===== config.mk =====
export PLATFORM = sky130hd
export DESIGN_NAME = fifo_wr_arbiter
export DESIGN_NICKNAME = d
export VERILOG_FILES = /design/src/rtl/fifo_wr_arbiter_pkg.sv /design/src/rtl/rr_pick.sv /design/src/rtl/fifo_wr_arbiter.sv
export SDC_FILE = /design/constraint.sdc
export NUM_CORES = 1
export LEC_CHECK = 0
export BUFFER_PORTS_ARGS = -buffer_cell sky130_fd_sc_hd__buf_2
export CORE_UTILIZATION = 25
export DETAILED_ROUTE_END_ITERATION = 8
export PLACE_DENSITY = 0.52
export SYNTH_ARGS = -nofsm -noshare
export SYNTH_HDL_FRONTEND = slang
export SYNTH_SLANG_ARGS = --single-unit

===== constraint.sdc =====
create_clock -name clk -period 2.9 [get_ports clk]
set_input_delay 0.145 -clock clk [delete_from_list [all_inputs] [get_ports clk]]
set_output_delay 0.145 -clock clk [all_outputs]
set_load 0.01 [all_outputs]

===== src/rtl/fifo_wr_arbiter_pkg.sv =====
// ============================================================================
//  Module      : fifo_wr_arbiter_pkg
//  Description : Shared definitions for the FIFO write arbiter: arbiter state
//                encoding and the default FIFO geometry. The FIFO behind the
//                arbiter has a 3-bit buffer address, so it holds 8 entries,
//                and its occupancy counter needs 4 bits to represent "full".
//  Revision    : 1.0 - initial release
// ============================================================================
`timescale 1ns/1ps
`default_nettype none

package fifo_wr_arbiter_pkg;

    localparam int c_depth_default = 8;
    localparam int c_cnt_w_default = 4;

    typedef enum logic {
        ST_IDLE = 1'b0,
        ST_OWN  = 1'b1
    } arb_state_t;

endpackage

`default_nettype wire


===== src/rtl/rr_pick.sv =====
// ============================================================================
//  Module      : rr_pick
//  Description : Combinational round-robin picker. Scans req starting at
//                rr_ptr and wrapping modulo NUM_REQ; reports the first set
//                index as winner and whether any request is present.
//  Ports       : req    [NUM_REQ-1:0] request vector
//                rr_ptr [ID_W-1:0]    index with highest priority (< NUM_REQ)
//                winner [ID_W-1:0]    selected requester (0 when any=0)
//                any                  at least one request is set
//  Revision    : 1.0 - initial release
// ============================================================================
`timescale 1ns/1ps
`default_nettype none

module rr_pick
    import fifo_wr_arbiter_pkg::*;
#(
    parameter  int NUM_REQ = 4,
    localparam int ID_W    = $clog2(NUM_REQ)
) (
    input  logic [NUM_REQ-1:0] req,
    input  logic [ID_W-1:0]    rr_ptr,
    output logic [ID_W-1:0]    winner,
    output logic               any
);

    int              w_sum;
    logic [ID_W-1:0] w_idx;

    // Walk offsets from the far end back to zero so the smallest offset from
    // rr_ptr is the last assignment to win.
    always_comb begin
        winner = '0;
        any    = 1'b0;
        w_sum  = 0;
        w_idx  = '0;
        for (int k = NUM_REQ - 1; k >= 0; k--) begin
            w_sum = int'(rr_ptr) + k;
            if (w_sum >= NUM_REQ) begin
                w_sum = w_sum - NUM_REQ;
            end
            w_idx = ID_W'(w_sum);
            if (req[w_idx]) begin
                winner = w_idx;
                any    = 1'b1;
            end
        end
    end

endmodule

`default_nettype wire


===== src/rtl/fifo_wr_arbiter.sv =====
// ============================================================================
//  Module      : fifo_wr_arbiter
//  Description : Round-robin write arbiter sharing one synchronous FIFO among
//                NUM_REQ producers. A producer owns the FIFO write port for a
//                burst of up to BURST_MAX beats; writes are throttled using
//                the FIFO occupancy plus the registered write still in flight.
//  Ports       : clk, rst (async, active-high)
//                req/req_data/req_last   producer handshake inputs
//                req_ack                 combinational accept, one-hot or zero
//                fifo_counter            FIFO occupancy
//                fifo_wr_en/fifo_din     registered FIFO write port
//                gnt_valid/gnt_id        burst ownership status
//                burst_abort             one-cycle pulse on owner dropping req
//  Revision    : 1.0 - initial release
// ============================================================================
`timescale 1ns/1ps
`default_nettype none

module fifo_wr_arbiter
    import fifo_wr_arbiter_pkg::*;
#(
    parameter  int NUM_REQ   = 4,
    parameter  int DATA_W    = 8,
    parameter  int DEPTH     = c_depth_default,
    parameter  int CNT_W     = c_cnt_w_default,
    parameter  int BURST_MAX = 4,
    localparam int ID_W      = $clog2(NUM_REQ)
) (
    input  logic                      clk,
    input  logic                      rst,
    input  logic [NUM_REQ-1:0]        req,
    input  logic [NUM_REQ*DATA_W-1:0] req_data,
    input  logic [NUM_REQ-1:0]        req_last,
    output logic [NUM_REQ-1:0]        req_ack,
    input  logic [CNT_W-1:0]          fifo_counter,
    output logic                      fifo_wr_en,
    output logic [DATA_W-1:0]         fifo_din,
    output logic                      gnt_valid,
    output logic [ID_W-1:0]           gnt_id,
    output logic                      burst_abort
);

    localparam int                 c_bc_w      = $clog2(BURST_MAX + 1);
    localparam logic [CNT_W:0]     c_depth     = (CNT_W + 1)'(DEPTH);
    localparam logic [c_bc_w-1:0]  c_last_beat = c_bc_w'(BURST_MAX - 1);

    arb_state_t          r_state,     w_state_nxt;
    logic [ID_W-1:0]     r_rr_ptr,    w_rr_nxt;
    logic [ID_W-1:0]     r_owner,     w_owner_nxt;
    logic [c_bc_w-1:0]   r_beat_cnt,  w_beat_nxt;
    logic                r_wr_en,     w_wr_nxt;
    logic [DATA_W-1:0]   r_din,       w_din_nxt;
    logic                r_gnt_valid, w_gv_nxt;
    logic                r_abort,     w_abort_nxt;

    logic [NUM_REQ-1:0]  w_ack;
    logic [ID_W-1:0]     w_winner;
    logic                w_any;
    logic                w_space;
    logic [DATA_W-1:0]   w_data [NUM_REQ];

    genvar gi;
    generate
        for (gi = 0; gi < NUM_REQ; gi++) begin : g_unpack
            assign w_data[gi] = req_data[gi*DATA_W +: DATA_W];
        end
    endgenerate

    // The registered write has not yet been counted by the FIFO, so it is
    // added here; CNT_W+1 bits keep DEPTH-1+1 from wrapping.
    assign w_space = ({1'b0, fifo_counter} + {{CNT_W{1'b0}}, r_wr_en}) < c_depth;

    function automatic logic [ID_W-1:0] f_wrap_inc(input logic [ID_W-1:0] id);
        if (int'(id) >= NUM_REQ - 1) begin
            return '0;
        end
        return id + ID_W'(1);
    endfunction

    rr_pick #(
        .NUM_REQ (NUM_REQ)
    ) u_rr_pick (
        .req    (req),
        .rr_ptr (r_rr_ptr),
        .winner (w_winner),
        .any    (w_any)
    );

    always_comb begin
        w_ack       = '0;
        w_state_nxt = r_state;
        w_rr_nxt    = r_rr_ptr;
        w_owner_nxt = r_owner;
        w_beat_nxt  = r_beat_cnt;
        w_wr_nxt    = 1'b0;
        w_din_nxt   = r_din;
        w_gv_nxt    = r_gnt_valid;
        w_abort_nxt = 1'b0;
        case (r_state)
            ST_IDLE: begin
                if (w_any && w_space) begin
                    w_ack[w_winner] = 1'b1;
                    w_wr_nxt        = 1'b1;
                    w_din_nxt       = w_data[w_winner];
                    w_owner_nxt     = w_winner;
                    w_beat_nxt      = c_bc_w'(1);
                    // Single-beat bursts never enter OWN; rotate right away.
                    if (req_last[w_winner] || (BURST_MAX == 1)) begin
                        w_rr_nxt = f_wrap_inc(w_winner);
                    end else begin
                        w_state_nxt = ST_OWN;
                        w_gv_nxt    = 1'b1;
                    end
                end
            end
            ST_OWN: begin
                if (!req[r_owner]) begin
                    w_state_nxt = ST_IDLE;
                    w_gv_nxt    = 1'b0;
                    w_abort_nxt = 1'b1;
                    w_rr_nxt    = f_wrap_inc(r_owner);
                end else if (w_space) begin
                    w_ack[r_owner] = 1'b1;
                    w_wr_nxt       = 1'b1;
                    w_din_nxt      = w_data[r_owner];
                    w_beat_nxt     = r_beat_cnt + c_bc_w'(1);
                    if (req_last[r_owner] || (r_beat_cnt == c_last_beat)) begin
                        w_state_nxt = ST_IDLE;
                        w_gv_nxt    = 1'b0;
                        w_rr_nxt    = f_wrap_inc(r_owner);
                    end
                end
            end
            default: begin
                w_state_nxt = ST_IDLE;
            end
        endcase
    end

    always_ff @(posedge clk or posedge rst) begin
        if (rst) begin
            r_state     <= ST_IDLE;
            r_rr_ptr    <= '0;
            r_owner     <= '0;
            r_beat_cnt  <= '0;
            r_wr_en     <= 1'b0;
            r_din       <= '0;
            r_gnt_valid <= 1'b0;
            r_abort     <= 1'b0;
        end else begin
            r_state     <= w_state_nxt;
            r_rr_ptr    <= w_rr_nxt;
            r_owner     <= w_owner_nxt;
            r_beat_cnt  <= w_beat_nxt;
            r_wr_en     <= w_wr_nxt;
            r_din       <= w_din_nxt;
            r_gnt_valid <= w_gv_nxt;
            r_abort     <= w_abort_nxt;
        end
    end

    assign req_ack     = w_ack;
    assign fifo_wr_en  = r_wr_en;
    assign fifo_din    = r_din;
    assign gnt_valid   = r_gnt_valid;
    assign gnt_id      = r_owner;
    assign burst_abort = r_abort;

endmodule

`default_nettype wire


==> results.json <==
{
  "synth_top_family_by_area": "multiplexers",
  "fin_hold_ws_ns": -0.00266,
  "reg2reg_from": "r_rr_ptr[0]",
  "fin_worst_skew_ns": 0.00472,
  "synth_area_leader_cell": "dfrtp_1",
  "post_layout_nonfiller_instances": 309,
  "cts_root_buf": "clkbuf_8",
  "num-fill-cells": 680,
  "hp-class": "input port to asynchronous set/reset pin",
  "synth_adder_area_share_pct": 7.27,
  "placedCellCount": 305,
  "core_um2": 6490,
  "syn_area_per_cell_um2": 10.2,
  "cts_resized": 0,
  "ctsHtreeMaxLevel": 1,
  "drt_iter0_markers": 119,
  "yosys.area.top_type_share_pct": 27.6,
  "grt_max_degree": 21,
  "clock_path_buffers": 2,
  "yosys-mux-area-fraction_pct": 24.6,
  "synthSimpleGateAreaFrac_pct": 15.3,
  "cts_tree": "built",
  "synth_edf_count": 0,
  "status": "complete, but fails checks",
  "seqPwrFrac_pct": 27.0,
  "final-setup-viol-count": 0,
  "p_int_w": 0.00103,
  "route.final.wire_length_mm": 4.57,
  "routabilityCongestion": 0.817,
  "dieArea_um2": 7220,
  "tns_ns": 0,
  "syn_to_final_growth_pct": 25.2,
  "drtPass1Iterations": 4,
  "clkTransAtPathRegs_ns": 0.08,
  "max_slew_margin_pct": 50.7,
  "start_util_pct": 26.5,
  "endpoint_kind": "output pin",
  "drv_slew": 0,
  "ir_worst_vdd_mv": 0.267,
  "finalHoldViolations": 3,
  "swShare_pct": 44.8,
  "ff2ff_setup_slack_ns": 0.90,
  "antennaDiodeCount": 0,
  "synth_xor_area_share_pct": 0,
  "path_cells": "and2b_4 -> a211oi_4 -> nor2_4 -> inv_1 -> ha_1 -> a22o_1 -> buf_2",
  "p_sw_w": 0.000832,
  "powerDensity_nw_per_um2": 862,
  "ys_ff_latch": 19,
  "synth.top_cells.by_area": "dfrtp_1 28%, mux4_2 13%, ha_1 7.3%",
  "drive_above_1_share_pct": 44.0,
  "async_flop_share_pct": 100,
  "period_needed_ns": 2.33,
  "clk_latency_ns": 0.26,
  "power_frac_comb_pct": 62.6,
  "num-nets-final": 289,
  "syn-num-nets": 225,
  "numCtsBuffers": 3,
  "synthDistinctLibCells": 46,
  "ctsHoldBuffers": 0,
  "antenna_found_initial": 0,
  "fmax_ghz": 0.430,
  "detail-route-antenna-nets": 0,
  "pin_count": 63,
  "synth_warnings": 0,
  "dp_hpwl_mm": 3.60,
  "via_per_inst": 5.08,
  "postCtsSetupRepairBufs": 0,
  "syn_inst": 169,
  "wl_per_cell_um": 14.8,
  "grt_pass1_vias": 1511,
  "fin_crit_sh_pct": 80.2,
  "crit_arrival_ns": 2.18,
  "crit_buf_inv": 2,
  "overflow": 0,
  "grt_first_pass_wirelength_mm": 7.42,
  "chipWidth_um": 85.0,
  "cp_top_family": "simple AND/OR/NAND/NOR gates",
  "ys_seq_area_share_pct": 27.6,
  "cp_slowest_cell": "nor2_4",
  "post-route-drc-count": 0,
  "worstReg2RegEnd": "fifo_din[7]",
  "grt_usage_pct": 13.2,
  "rows": 29,
  "num_vias": 1569,
  "synthFlopType": "dfrtp_1",
  "synth_compound_area_share_pct": 20.3,
  "p_clk_share_pct": 10.4,
  "rr_worst_depth": 6,
  "maxCapViolations": 0,
  "rsz0062_at_grt": "no",
  "crit_path_start_kind": "register",
  "die_h_um": 85.0,
  "tightest_slew_ns": 0.738,
  "cp_slowest_stage_delay_ns": 0.47,
  "worstPathRequired_ns": 2.76,
  "post-synth-top-count-cell": "dfrtp_1",
  "synth_common_cells": "19 x dfrtp_1, 16 x nand2_1, 16 x nor2_1",
  "cts.sinks": 19,
  "path_class": "register to output pin",
  "port_buffers": 62,
  "violations": "negative hold slack",
  "cp_max_fo": 20,
  "power_leakage_nw": 0.968,
  "syn_area_um2": 1720
}
power groups by stage:
| stage | clock network [W] | logic [W] | registers (W) |
|---|---|---|---|
| 6_report | 0.000192 | 0.00116 | 0.000502 |
| 5_1_grt | 0.000208 | 0.00130 | 0.000521 |
| 4_1_cts | 0.000200 | 0.00118 | 0.000504 |
| 3_5_place_dp | 0 | 0.00118 | 0.000507 |
| 3_3_place_gp | 0 | 0.00118 | 0.000510 |
| 2_1_floorplan | 0 | 0.000844 | 0.000510 |
metal layers:
metal / vias up / global-route usage [%] / part of all wire, %
met5: - / 0 / 0
met4: 0 / 3.70 / 1.0
met3: 4 / 2.14 / 6.6
met2: 61 / 21.2 / 46
met1: 737 / 18.3 / 46
li1: 767 / - / -
per-stage QoR:
stage	area, um^2	util [%]	worst slack, ns	total power, W
after detailed placement	2110	32.5	0.835	0.00168
after global placement	2110	32.5	0.853	0.00169
after global routing	2160	33.2	0.452	0.00202
final	2160	33.2	0.575	0.00186
after CTS	2160	33.2	0.552	0.00188
after floorplan	1720	-	1.18	0.00135
cell type report:
class | instances | area, um^2 | area share (%)
Clock inverter | 1 | 5.00 | 0.232
Clock buffer | 3 | 41.3 | 1.92
Sequential cell | 19 | 475 | 22.1
Tap cell | 77 | 96.3 | 4.47
Multi-Input combinational cell | 133 | 1160 | 54.0
Inverter | 11 | 41.3 | 1.92
Timing Repair Buffer | 65 | 333 | 15.4
worst max path at each step:
stage | from | to | slack, ns | depth (start not counted)
2_1_floorplan | r_rr_ptr[0] | r_rr_ptr[1] | 1.18 | 6
3_3_place_gp | r_rr_ptr[0] | req_ack[0] | 0.85 | 7
3_5_place_dp | r_rr_ptr[0] | req_ack[0] | 0.84 | 7
4_1_cts | r_rr_ptr[0] | req_ack[0] | 0.55 | 7
5_1_grt | r_rr_ptr[1] | req_ack[0] | 0.45 | 7
6_report | r_rr_ptr[0] | req_ack[0] | 0.57 | 7
sequential cells by signal, summed over array words and instances (netlist names):
| signal | cells |
|---|---|
| burst_abort | 1 |
| gnt_valid | 1 |
| fifo_wr_en | 1 |
| gnt_id | 2 |
| r_beat_cnt | 3 |
| fifo_din | 8 |
| r_state | 1 |
| r_rr_ptr | 2 |
worst reg2reg max path: cells and delay by family (launching register included):
kind / cells / cell delay (ns)
and+or+nand+nor: 2 / 0.75
muxes: 1 / 0.42
DFF: 1 / 0.40
AOI/OAI and AO/OA: 3 / 0.30
cell families after synthesis:
logic type,after synthesis
AOI/OAI and AO/OA,45
adders and majority gates,10
buffers and inverters,17
DFF,19
muxes,28
and+or+nand+nor,50
cells in the final DEF, fill, tap and decap left out, types with 2 or more instances in the layout:
cell type | Yosys | final
nor2_1 | 16 | 16
mux2_2 | 8 | 8
nand2_1 | 16 | 16
ha_1 | 10 | 10
mux4_2 | 10 | 10
o21a_2 | 3 | 3
a31oi_1 | 8 | 8
a22oi_1 | 7 | 7
nor2b_1 | 2 | 2
nand3_1 | 5 | 5
mux2i_1 | 3 | 3
dfrtp_1 | 19 | 19
inv_1 | 11 | 11
clkbuf_8 | 0 | 3
o21ai_0 | 8 | 8
buf_4 | 1 | 3
mux2_1 | 7 | 7
buf_2 | 0 | 62
a22o_1 | 4 | 4
(Power assumes the default switching activity.)
